**src/rtl/alu_op_sequencer.sv**
```systemverilog
// Multi-cycle sequencer: reads two operands, drives the ALU, writes back the result.
// Keeps sticky overflow/zero status and a count of completed legal operations.
//
// state | meaning
// IDLE  | ready for an instruction; latches op/rd/rs/rt on accept
// READ  | register-file addresses driven, operands captured at the edge
// EXEC  | ALU driven from captured operands, result/flags captured at the edge
// WB    | one-cycle done pulse; write-back and status update for legal ops
module alu_op_sequencer #(
    parameter int DATA_W = 16,
    parameter int ADDR_W = 3
) (
    input  logic              clk,
    input  logic              rst_n,
    input  logic              instr_valid,
    output logic              instr_ready,
    input  logic [3:0]        instr_op,
    input  logic [ADDR_W-1:0] instr_rd,
    input  logic [ADDR_W-1:0] instr_rs,
    input  logic [ADDR_W-1:0] instr_rt,
    output logic [ADDR_W-1:0] rf_raddr1,
    output logic [ADDR_W-1:0] rf_raddr2,
    input  logic [DATA_W-1:0] rf_rdata1,
    input  logic [DATA_W-1:0] rf_rdata2,
    output logic              rf_we,
    output logic [ADDR_W-1:0] rf_waddr,
    output logic [DATA_W-1:0] rf_wdata,
    output logic [DATA_W-1:0] alu_a,
    output logic [DATA_W-1:0] alu_b,
    output logic [3:0]        alu_ctrl,
    input  logic [DATA_W-1:0] alu_s,
    input  logic              alu_overflow,
    input  logic              alu_zero,
    output logic              done,
    output logic              err,
    output logic              sticky_ovf,
    output logic              sticky_zero,
    output logic [15:0]       op_count
);

    typedef enum logic [1:0] {S_IDLE, S_READ, S_EXEC, S_WB} state_t;

    state_t              r_state;
    logic [3:0]          r_op;
    logic [ADDR_W-1:0]   r_rd;
    logic                r_illegal;
    logic [ADDR_W-1:0]   r_raddr1;
    logic [ADDR_W-1:0]   r_raddr2;
    logic [DATA_W-1:0]   r_alu_a;
    logic [DATA_W-1:0]   r_alu_b;
    logic [3:0]          r_alu_ctrl;
    logic                r_ovf;
    logic                r_zero;
    logic                r_we;
    logic [ADDR_W-1:0]   r_waddr;
    logic [DATA_W-1:0]   r_wdata;
    logic                r_done;
    logic                r_err;
    logic                r_sticky_ovf;
    logic                r_sticky_zero;
    logic [15:0]         r_count;
    logic                w_legal;

    always_comb begin
        w_legal = 1'b0;
        case (instr_op)
            4'b0000, 4'b0001, 4'b0010, 4'b0011,
            4'b0100, 4'b0101, 4'b0110,
            4'b1000, 4'b1010, 4'b1100, 4'b1110,
            4'b1001: w_legal = 1'b1;
            default: w_legal = 1'b0;
        endcase
    end

    // Ready is held low while reset is asserted so every output reads 0 in reset.
    assign instr_ready = (r_state == S_IDLE) && rst_n;

    always_ff @(posedge clk or negedge rst_n) begin
        if (!rst_n) begin
            r_state       <= S_IDLE;
            r_op          <= '0;
            r_rd          <= '0;
            r_illegal     <= 1'b0;
            r_raddr1      <= '0;
            r_raddr2      <= '0;
            r_alu_a       <= '0;
            r_alu_b       <= '0;
            r_alu_ctrl    <= '0;
            r_ovf         <= 1'b0;
            r_zero        <= 1'b0;
            r_we          <= 1'b0;
            r_waddr       <= '0;
            r_wdata       <= '0;
            r_done        <= 1'b0;
            r_err         <= 1'b0;
            r_sticky_ovf  <= 1'b0;
            r_sticky_zero <= 1'b0;
            r_count       <= '0;
        end else begin
            case (r_state)
                S_IDLE: begin
                    if (instr_valid && instr_ready) begin
                        r_op     <= instr_op;
                        r_rd     <= instr_rd;
                        r_raddr1 <= instr_rs;
                        r_raddr2 <= instr_rt;
                        if (w_legal) begin
                            r_illegal <= 1'b0;
                            r_state   <= S_READ;
                        end else begin
                            r_illegal <= 1'b1;
                            r_done    <= 1'b1;
                            r_err     <= 1'b1;
                            r_state   <= S_WB;
                        end
                    end
                end
                S_READ: begin
                    r_alu_a    <= rf_rdata1;
                    r_alu_b    <= rf_rdata2;
                    r_alu_ctrl <= r_op;
                    r_state    <= S_EXEC;
                end
                S_EXEC: begin
                    r_ovf   <= alu_overflow;
                    r_zero  <= alu_zero;
                    r_wdata <= alu_s;
                    r_waddr <= r_rd;
                    r_we    <= 1'b1;
                    r_done  <= 1'b1;
                    r_state <= S_WB;
                end
                S_WB: begin
                    r_we   <= 1'b0;
                    r_done <= 1'b0;
                    r_err  <= 1'b0;
                    if (!r_illegal) begin
                        r_count       <= r_count + 16'd1;
                        r_sticky_zero <= r_zero;
                        r_sticky_ovf  <= r_sticky_ovf | r_ovf;
                    end
                    r_state <= S_IDLE;
                end
                default: r_state <= S_IDLE;
            endcase
        end
    end

    assign rf_raddr1   = r_raddr1;
    assign rf_raddr2   = r_raddr2;
    assign rf_we       = r_we;
    assign rf_waddr    = r_waddr;
    assign rf_wdata    = r_wdata;
    assign alu_a       = r_alu_a;
    assign alu_b       = r_alu_b;
    assign alu_ctrl    = r_alu_ctrl;
    assign done        = r_done;
    assign err         = r_err;
    assign sticky_ovf  = r_sticky_ovf;
    assign sticky_zero = r_sticky_zero;
    assign op_count    = r_count;

endmodule

```
**config.mk**
```make
export PLATFORM = sky130hd
export DESIGN_NAME = alu_op_sequencer
export DESIGN_NICKNAME = d
export VERILOG_FILES = /design/src/rtl/alu_op_sequencer.sv
export SDC_FILE = /design/constraint.sdc
export NUM_CORES = 1
export LEC_CHECK = 0
export CAP_MARGIN = 40
export CORE_MARGIN = 3
export CORE_UTILIZATION = 45
export DETAILED_ROUTE_END_ITERATION = 6
export HOLD_SLACK_MARGIN = 0.12
export PLACE_DENSITY = 0.81
export SETUP_SLACK_MARGIN = 0.4
export SLEW_MARGIN = 15
export SYNTH_ARGS = -nofsm -noshare
export SYNTH_HDL_FRONTEND = slang
export SYNTH_SLANG_ARGS = --single-unit
export TNS_END_PERCENT = 50
```
**constraint.sdc**
```tcl
create_clock -name clk -period 2.7 [get_ports clk]
set_input_delay 0.405 -clock clk [delete_from_list [all_inputs] [get_ports clk]]
set_output_delay 0.405 -clock clk [all_outputs]
set_load 0.02 [all_outputs]
```
### Yosys cells after proc, flatten, opt, wreduce, memory -nomap -nowiden

Memories as Yosys holds them, arrays and structs flattened.
Index checks and enable logic that the tools add are counted.

* memories: 1
* register bits after elaboration: 94
* logic and storage cells: 47
* bits of input ports: 66
* memory bits (read-only): 16

* reduce and logical (&&, ||, !) cells: 10
* $add $sub $neg: 1
* eq/ne operators: 5
* bitwise operators: 2
* multiplexer cells: 9

Memory list
* (name not given): words 16, bits a word 1, read ports 1, clocked after memory_dff 0, wr ports 0, line 66 `case (instr_op)`

Operator list (count)
* $add A16 B1 Y16 const B: 1
* $pmux W2 S4: 1
* $reduce_and A3 Y1: 2
* $eq A2 B2 Y1 const B: 2
* $mux W2: 2
* $pmux W1 S2: 2
* $reduce_and A2 Y1: 2
* $reduce_bool A2 Y1: 2
* $mux W1: 3
* $pmux W1 S3: 1
* $reduce_bool A3 Y1: 1
* $eq A2 B1 Y1 const B: 1
* $logic_and A1 B1 Y1: 2
* $logic_not A2 Y1: 1
* $ne A2 B1 Y1 const B: 1
* $ne A2 B2 Y1 const B: 1
* $not A1 Y1: 1
* $or A1 B1 Y1: 1

### Depth between registers and ports, before layout

Gate-level depths: netlist of the first run.

* depth in word-level cells: 5
* depth in mapped cells: 7

### Worst setup path before layout of the first run

Ideal clock, no wire load.

* path type: flip-flop to flip-flop
* start point: reg r_state[0]
* end point: reg r_op[0]
* cell stages (with the launch flop): 7
* library setup time: 0.125 ns
* arrival: 1.527 ns
* setup slack: 1.049 ns
* data required time: 2.575 ns
* cells stage by stage: dfrtp_1 > inv_1 > ha_1 > and3_1 > buf_2 > buf_2 > mux2_2

* longest elaborated chain between the ends: 4

RTL lines
* start, declared: line 43 `state_t r_state;`
* start signal, assigned: line 80 `r_state <= S_IDLE;`
* start signal, assigned: line 109 `r_state <= S_READ;`
* start signal, assigned: line 114 `r_state <= S_WB;`
* $logic_not A2 Y1 *: line 76, 100
* $logic_and A1 B1 Y1: line 76 `assign instr_ready = (r_state == S_IDLE) && rst_n;`
* $logic_and A1 B1 Y1: line 102 `if (instr_valid && instr_ready) begin`
* $reduce_and A2 Y1 (no line) *
* end signal, assigned: line 103 `r_op <= instr_op;`
* end, declared: line 44 `logic [3:0] r_op;`

Every way passes the cells marked *; elsewhere a longest branch is shown, timed or not.
A chain may end at the register's enable or synchronous reset.

### Final worst setup path of the first run

* start point: reg r_state[0]
* end point: out instr_ready

* longest elaborated chain between the ends: 2

RTL lines
* $logic_not A2 Y1: line 76
* $logic_and A1 B1 Y1: line 76
* end, declared: line 16 `output logic instr_ready,`

No other way between the ends.

==> results of run 1 <==
final cells by class:
type	count	area, um2	area share, %
Multi-Input combinational cell	139	1300	23.6
Timing Repair Buffer	154	1520	27.6
Clock inverter	4	30.0	0.544
Sequential cell	94	2350	42.6
Tap cell	102	128	2.31
Clock buffer	12	165	2.99
Inverter	4	15.0	0.272
power by group through the flow:
stage	Sequential (W)	Combinational (W)	Clock (W)
finish	0.00241	0.00321	0.000877
global route	0.00251	0.00344	0.000978
CTS	0.00242	0.00327	0.000910
detailed placement	0.00245	0.00326	0
global placement	0.00241	0.00321	0
floorplan	0.00307	0.00113	0
registers in the layout (all words and copies together) (netlist names), 4 cells and up:
name      flops
alu_a        16
alu_b        16
alu_ctrl      4
op_count     16
r_op          4
rf_wdata     16
layout by cell type (no fill, tap or decap), types with 4 or more instances in the layout:
cell               n
dfrtp_1           94
clkbuf_8          12
nand4_1            4
clkdlybuf4s50_1  146
mux2_2            72
nor2_1             5
buf_4              7
xor2_1             4
ha_1               7
nand3_1            6
inv_1              4
nand2_1           10
xnor2_1           11
routing by layer:
metal	GRT usage [%]	up-vias	wire (um)
met5	0	-	0
met4	5.51	0	35
met3	5.34	5	587
met2	26.6	96	3680
met1	22.7	1172	3370
li1	-	1172	-
cells by family (layout without fill, tap and decap cells):
group | after synthesis | in the layout | synth area share [%]
multiplexers | 73 | 73 | 22.1
AO/OA/AOI/OAI | 7 | 7 | 1.11
XOR/XNOR | 15 | 15 | 3.54
flip-flops | 94 | 94 | 63.3
adder cells (fa/ha/maj) | 8 | 8 | 2.63
AND/OR/NAND/NOR | 36 | 36 | 5.73
buffers and inverters | 13 | 174 | 1.55
per-stage QoR:
step	utilization (%)	hold slack (ps)
floorplan	-	109
global placement	67.5	460
detailed placement	67.5	476
CTS	69.9	157
global route	69.9	185
finish	69.9	146
worst max-delay path, cell delays in order, from the launching register on:
cell	delay (ps)
dfrtp_1	420
inv_1	140
ha_1	240
and2_1	180
dlygate4sd2_1	340
final timing paths:
check,start,end,slack (ps),cells past startpoint
min,rst_n,r_state[0]$_DFFE_PN0P_,150,2
max reg2reg,r_state[0]$_DFFE_PN0P_,done$_DFFE_PN0P_,850,7
max in group asynchronous,rst_n,alu_a[1]$_DFFE_PN0N_,2050,2
max,r_state[0]$_DFFE_PN0P_,instr_ready,630,4
min in group clk,op_count[15]$_DFFE_PN0P_,op_count[15]$_DFFE_PN0P_,480,1
min reg2reg,op_count[15]$_DFFE_PN0P_,op_count[15]$_DFFE_PN0P_,480,1
==> impl_results.md, run 1 <==
- Status: finished, final reports clean
- Remaining global-route overflow: 0
- Area Growth Syn to Fin: 48.6%
- 1st-iter DRT viols: 74
- Sequential Power Share: 37.1%
- Final Setup Violations: 0
- Clock Latency Late Sink: 350 ps
- Drt wl/cell: 15.1 um
- Worst Setup Slack, final: 629 ps
- Post-DRT Antenna Nets: 0
- Setup bufs post-CTS: 0
- Main flop type after synthesis: dfrtp_1
- Placed inst area: 0.00532 mm2
- Placer Congestion: 0.745
- Top cells by count, synth: dfrtp_1 (94), mux2_2 (72), xnor2_1 (11), nand2_1 (10)
- Setup_tns: 0 ps
- Post-Synthesis Cells: 246
- Period utilization: 76.7%
- Yosys top cell by area: dfrtp_1
- CTS tree: yes
- Hold Path Class: primary input to async pin
- NetSw: 0.00228 W
- Via count: 2445
- Port bufs: 148
- Minimum clock period: 2070 ps
- Fmax: 0.483 GHz
- Largest net degree at the start of global routing: 55
- Required time worst endpoint: 2300 ps
- Final net count: 475
- # DRC: 0
- CTS clk-pin slew, worst paths: 90 ps
- CP max FO: 5
- Clock power share: 13.5%
- Worst slew margin relative to its limit: 56.7%
- FILL cells: 559
- Pre-CTS setup slack: 719 ps
- Resize count post-CTS: 1
- Final Skew: 10.8 ps
- Most common cell in the netlist: dfrtp_1
- FFs w/ async S/R, synth: 100%
- Core Rows: 32
- Power Dens Cells: 1180 mW/mm2
- Number of synthesized flops with an enable pin: 0
- Initial Utilization: 47.1%
- Chip Width: 96.8 um
- Leak: 2.34 nW
- Peak VDD IR: 769 uV
- DRT Wirelength: 7680 um
- Wire length of the first global-routing pass: 13100 um
- Core area: 0.00789 mm2
- Syn_area_per_cell: 15.1 um2
- Synth cell types: 28
- Vias in the first global route: 2672
- Cts hold-fix bufs: 0
- Yosys warnings: 0
- Die area: 0.00938 mm2
- Post-Syn Nets: 319
- Crit path arrival time: 1670 ps
- Post-DP HPWL: 5750 um
- Switching share of power: 35.0%
- Crit path launch type: flip-flop
- Tightest Pin Transition: 650 ps
- Max-cap viol count: 0
- RSZ-0062 raised after global routing: false
- Layout cell share with drive strength beyond 1: 24.1%
- Tot GR Track Use: 17.0%
- H-tree levels: 3
- Synthesized cell area: 0.00371 mm2
- WS Path Type: flip-flop to primary output
- DRT Pass-1 Iters: 4
- Root Buffer: clkbuf_8
- Deepest clock path buffer count: 2
- Yosys reg bits: 94
- Initial antenna violation count: 0
- Post-route insts no fill: 509
- Fin. Hold Viols: 0
- Ant diodes: 0
- Top cells by area, synth: dfrtp_1 (63%), mux2_2 (22%), xnor2_1 (2.6%)
- Inserted Clock Buffers: 9
- Fin. max-slew vios: 0
- Total power: 0.00650 W
- Die H: 96.8 um
- Clock sinks: 94
- Nature of the critical path endpoint: primary output
- Comb pwr share: 49.4%
- Vias per inst: 4.80
- Area share of the largest cell type after synthesis: 63.3%
- Cell Int Power: 0.00422 W
- Post-synthesis sequential area ratio: 63.3%
- Final Cell Area: 0.00552 mm2
- # placed instances: 493
- Top-level port count: 149
No activity file was read; power rests on OpenSTA's default activity.
==> run 2, diff against run 1 <==
--- a/config.mk
+++ b/config.mk
@@ -7,10 +7,10 @@
 export LEC_CHECK = 0
 export CAP_MARGIN = 40
 export CORE_MARGIN = 3
-export CORE_UTILIZATION = 45
+export CORE_UTILIZATION = 39
 export DETAILED_ROUTE_END_ITERATION = 6
 export HOLD_SLACK_MARGIN = 0.12
-export PLACE_DENSITY = 0.81
+export PLACE_DENSITY = 0.74
 export SETUP_SLACK_MARGIN = 0.4
 export SLEW_MARGIN = 15
 export SYNTH_ARGS = -nofsm -noshare
==> constraint.sdc (replaced) <==
create_clock -name clk -period 1.7 [get_ports clk]
set_input_delay 0.255 -clock clk [delete_from_list [all_inputs] [get_ports clk]]
set_output_delay 0.255 -clock clk [all_outputs]
set_load 0.02 [all_outputs]
==> run 2 against run 1 <==
  * The run now ends with hold timing left
  * Register-to-register slack got worse by 680 ps
  * Global-route usage decreased by 0.96 points
  * Cell count grew 11%
  * Critical path type is now flip-flop to flip-flop
  * Largest cell class unchanged
  * Largest power group unchanged
  * Highest routed layer unchanged
==> impl_results.md, run 2 (same netlist as run 1, synthesis figures left out) <==
- Clock sinks: 94 (unchanged)
- WS Path Type: flip-flop to flip-flop (was flip-flop to primary output)
- Crit path arrival time: 1750 ps (was 1670 ps)
- CP max FO: 6 (was 5)
- H-tree levels: 3 (unchanged)
- DRT Wirelength: 8670 um (was 7680 um)
- Crit path launch type: flip-flop (unchanged)
- CTS clk-pin slew, worst paths: 90 ps (about the same)
- Fin. max-slew vios: 0 (unchanged)
- Clock Latency Late Sink: 350 ps (about the same)
- Chip Width: 104 um (was 96.8 um)
- Largest net degree at the start of global routing: 51 (was 55)
- Peak VDD IR: 920 uV (was 769 uV)
- Worst slew margin relative to its limit: 58.4% (was 56.7%)
- # DRC: 0 (unchanged)
- Post-DRT Antenna Nets: 0 (unchanged)
- Fmax: 0.655 GHz
- Required time worst endpoint: 1930 ps (was 2300 ps)
- Most common cell after layout, fill and taps aside: dfrtp_1 (was clkdlybuf4s50_1)
- Die H: 104 um (was 96.8 um)
- Post-DP HPWL: 6140 um (was 5750 um)
- Remaining global-route overflow: 0 (unchanged)
- FILL cells: 679 (was 559)
- Deepest clock path buffer count: 2 (unchanged)
- Crit path cell chain: inv_2 > ha_4 > buf_6 > and3_4 > clkbuf_16 > mux2_4 (was inv_1 > ha_1 > and2_1 > dlygate4sd2_1)
- Placer Congestion: 0.746 (was 0.745)
- Nature of the critical path endpoint: flip-flop (was primary output)
- Final Setup Violations: 0 (unchanged)
- Inserted Clock Buffers: 9 (unchanged)
- Max-cap viol count: 0 (unchanged)
- Top-level port count: 149 (unchanged)
- Ant diodes: 0 (unchanged)
- Layout cell share with drive strength beyond 1: 43.8% (was 24.1%)
- Leak: 2.64 nW (was 2.34 nW)
- Status: complete, but fails checks (was finished, final reports clean)
- Via count: 2623 (was 2445)
- Initial Utilization: 41.4% (was 47.1%)
- Worst Path Buf+Inv: 3 (was 2)
- DRT Pass-1 Iters: 3 (was 4)
- Die area: 0.0107 mm2 (was 0.00938 mm2)
- Final Skew: 10.6 ps (was 10.8 ps)
- Setup_tns: 0 ps (unchanged)
- Crit-path leading delay family: flip-flops (was buffers and inverters)
- Core Rows: 34 (was 32)
- 1st-iter DRT viols: 57 (was 74)
- Power Dens Cells: 1810 mW/mm2 (was 1180 mW/mm2)
- Wire length of the first global-routing pass: 14100 um (was 13100 um)
- Slowest stage cell, crit path: dfrtp_1 (unchanged)
- Vias in the first global route: 2815 (was 2672)
- Area Growth Syn to Fin: 62.9% (was 48.6%)
- Core area: 0.00898 mm2 (was 0.00789 mm2)
- Final net count: 506 (was 475)
- Crit path largest cell delay: 420 ps (about the same)
- Worst hold margin: -25.9 ps (was 146 ps)
- Drt wl/cell: 15.4 um (was 15.1 um)
- Fin. Hold Viols: 32 (was 0)
- Most frequent cells in the layout: dfrtp_1 (90), clkdlybuf4s50_1 (64), mux2_2 (58) (was clkdlybuf4s50_1 (146), dfrtp_1 (94), mux2_2 (72))
- Failing checks: hold timing
- Minimum clock period: 1530 ps
- RSZ-0062 raised after global routing: true (was false)
- CTS tree: yes (unchanged)
- Root Buffer: clkbuf_8 (unchanged)
- Cts hold-fix bufs: 1 (was 0)
- Hold Path Class: primary input to async pin (unchanged)
- Vias per inst: 4.65 (was 4.80)
- Tightest Pin Transition: 624 ps (was 650 ps)
- Tot GR Track Use: 16.1% (was 17.0%)
- Final Core Density: 67.4% (was 69.9%)
- Period utilization: 89.8%
- Port bufs: 148 (unchanged)
- Initial antenna violation count: 0 (unchanged)
run 2: final timing paths:
| check | startpoint | endpoint | slack, ps | cells after the start |
|---|---|---|---|---|
| max | r_state[0]$_DFFE_PN0P_ | r_rd[1]$_DFFE_PN0P_ | 170 | 6 |
| min | rst_n | op_count[4]$_DFFE_PN0P_ | -30 | 2 |
| max reg2reg | r_state[0]$_DFFE_PN0P_ | r_rd[1]$_DFFE_PN0P_ | 170 | 6 |
| min reg2reg | sticky_ovf$_DFFE_PN0P_ | sticky_ovf$_DFFE_PN0P_ | 460 | 1 |
| max in group asynchronous | rst_n | alu_a[6]$_DFFE_PN0N_ | 740 | 3 |
| min in group clk | rst_n | r_illegal$_DFFE_PN0P_ | 360 | 5 |
run 2: timing repair:
item                                    4_1_cts  5_1_grt
pin swaps                                     0        7
cloned                                        0        2
gates resized for setup                     227       30
endpoints found under the hold margin        44       32
buffers inserted                             15        5
endpoints found under the setup margin      170      146
run 2: report_power, final:
part	switching, W	internal (W)
logic	0.00257	0.00303
registers	0.000556	0.00326
clock network	0.000756	0.000767
total	0.00388	0.00706
run 2: layout make-up:
| class | instances | area [um2] | share of cell area [%] |
|---|---|---|---|
| Sequential cell | 94 | 2360 | 39.0 |
| Timing Repair Buffer | 185 | 1870 | 31.0 |
| Multi-Input combinational cell | 139 | 1440 | 23.8 |
| Tap cell | 126 | 158 | 2.61 |
| Clock buffer | 12 | 155 | 2.56 |
| Clock inverter | 4 | 53.8 | 0.889 |
| Inverter | 4 | 15.0 | 0.248 |
run 2: layer usage:
layer,up-vias,routed length [um],share of wire [%],GRT usage [%]
met3,11,670,7.7,5.85
li1,1231,-,-,-
met1,1282,3720,43,20.4
met2,99,4180,48,25.7
met5,-,0,0,0
met4,0,106,1.2,5.22
run 2: stage by stage:
| step | total power [W] | std cells | instance area [um2] | setup slack (ps) | hold WS, ps |
|---|---|---|---|---|---|
| final | 0.0109 | 564 | 6050 | 173 | -25.9 |
| after global routing | 0.0116 | 564 | 6050 | 143 | -9.74 |
| after CTS | 0.0107 | 557 | 5850 | 184 | -27.0 |
| after detailed placement | 0.00933 | 525 | 5480 | 50.6 | 230 |
| after global placement | 0.00920 | 525 | 5480 | 63.8 | 232 |
| after floorplan | 0.00682 | 246 | 3780 | 195 | -40.6 |
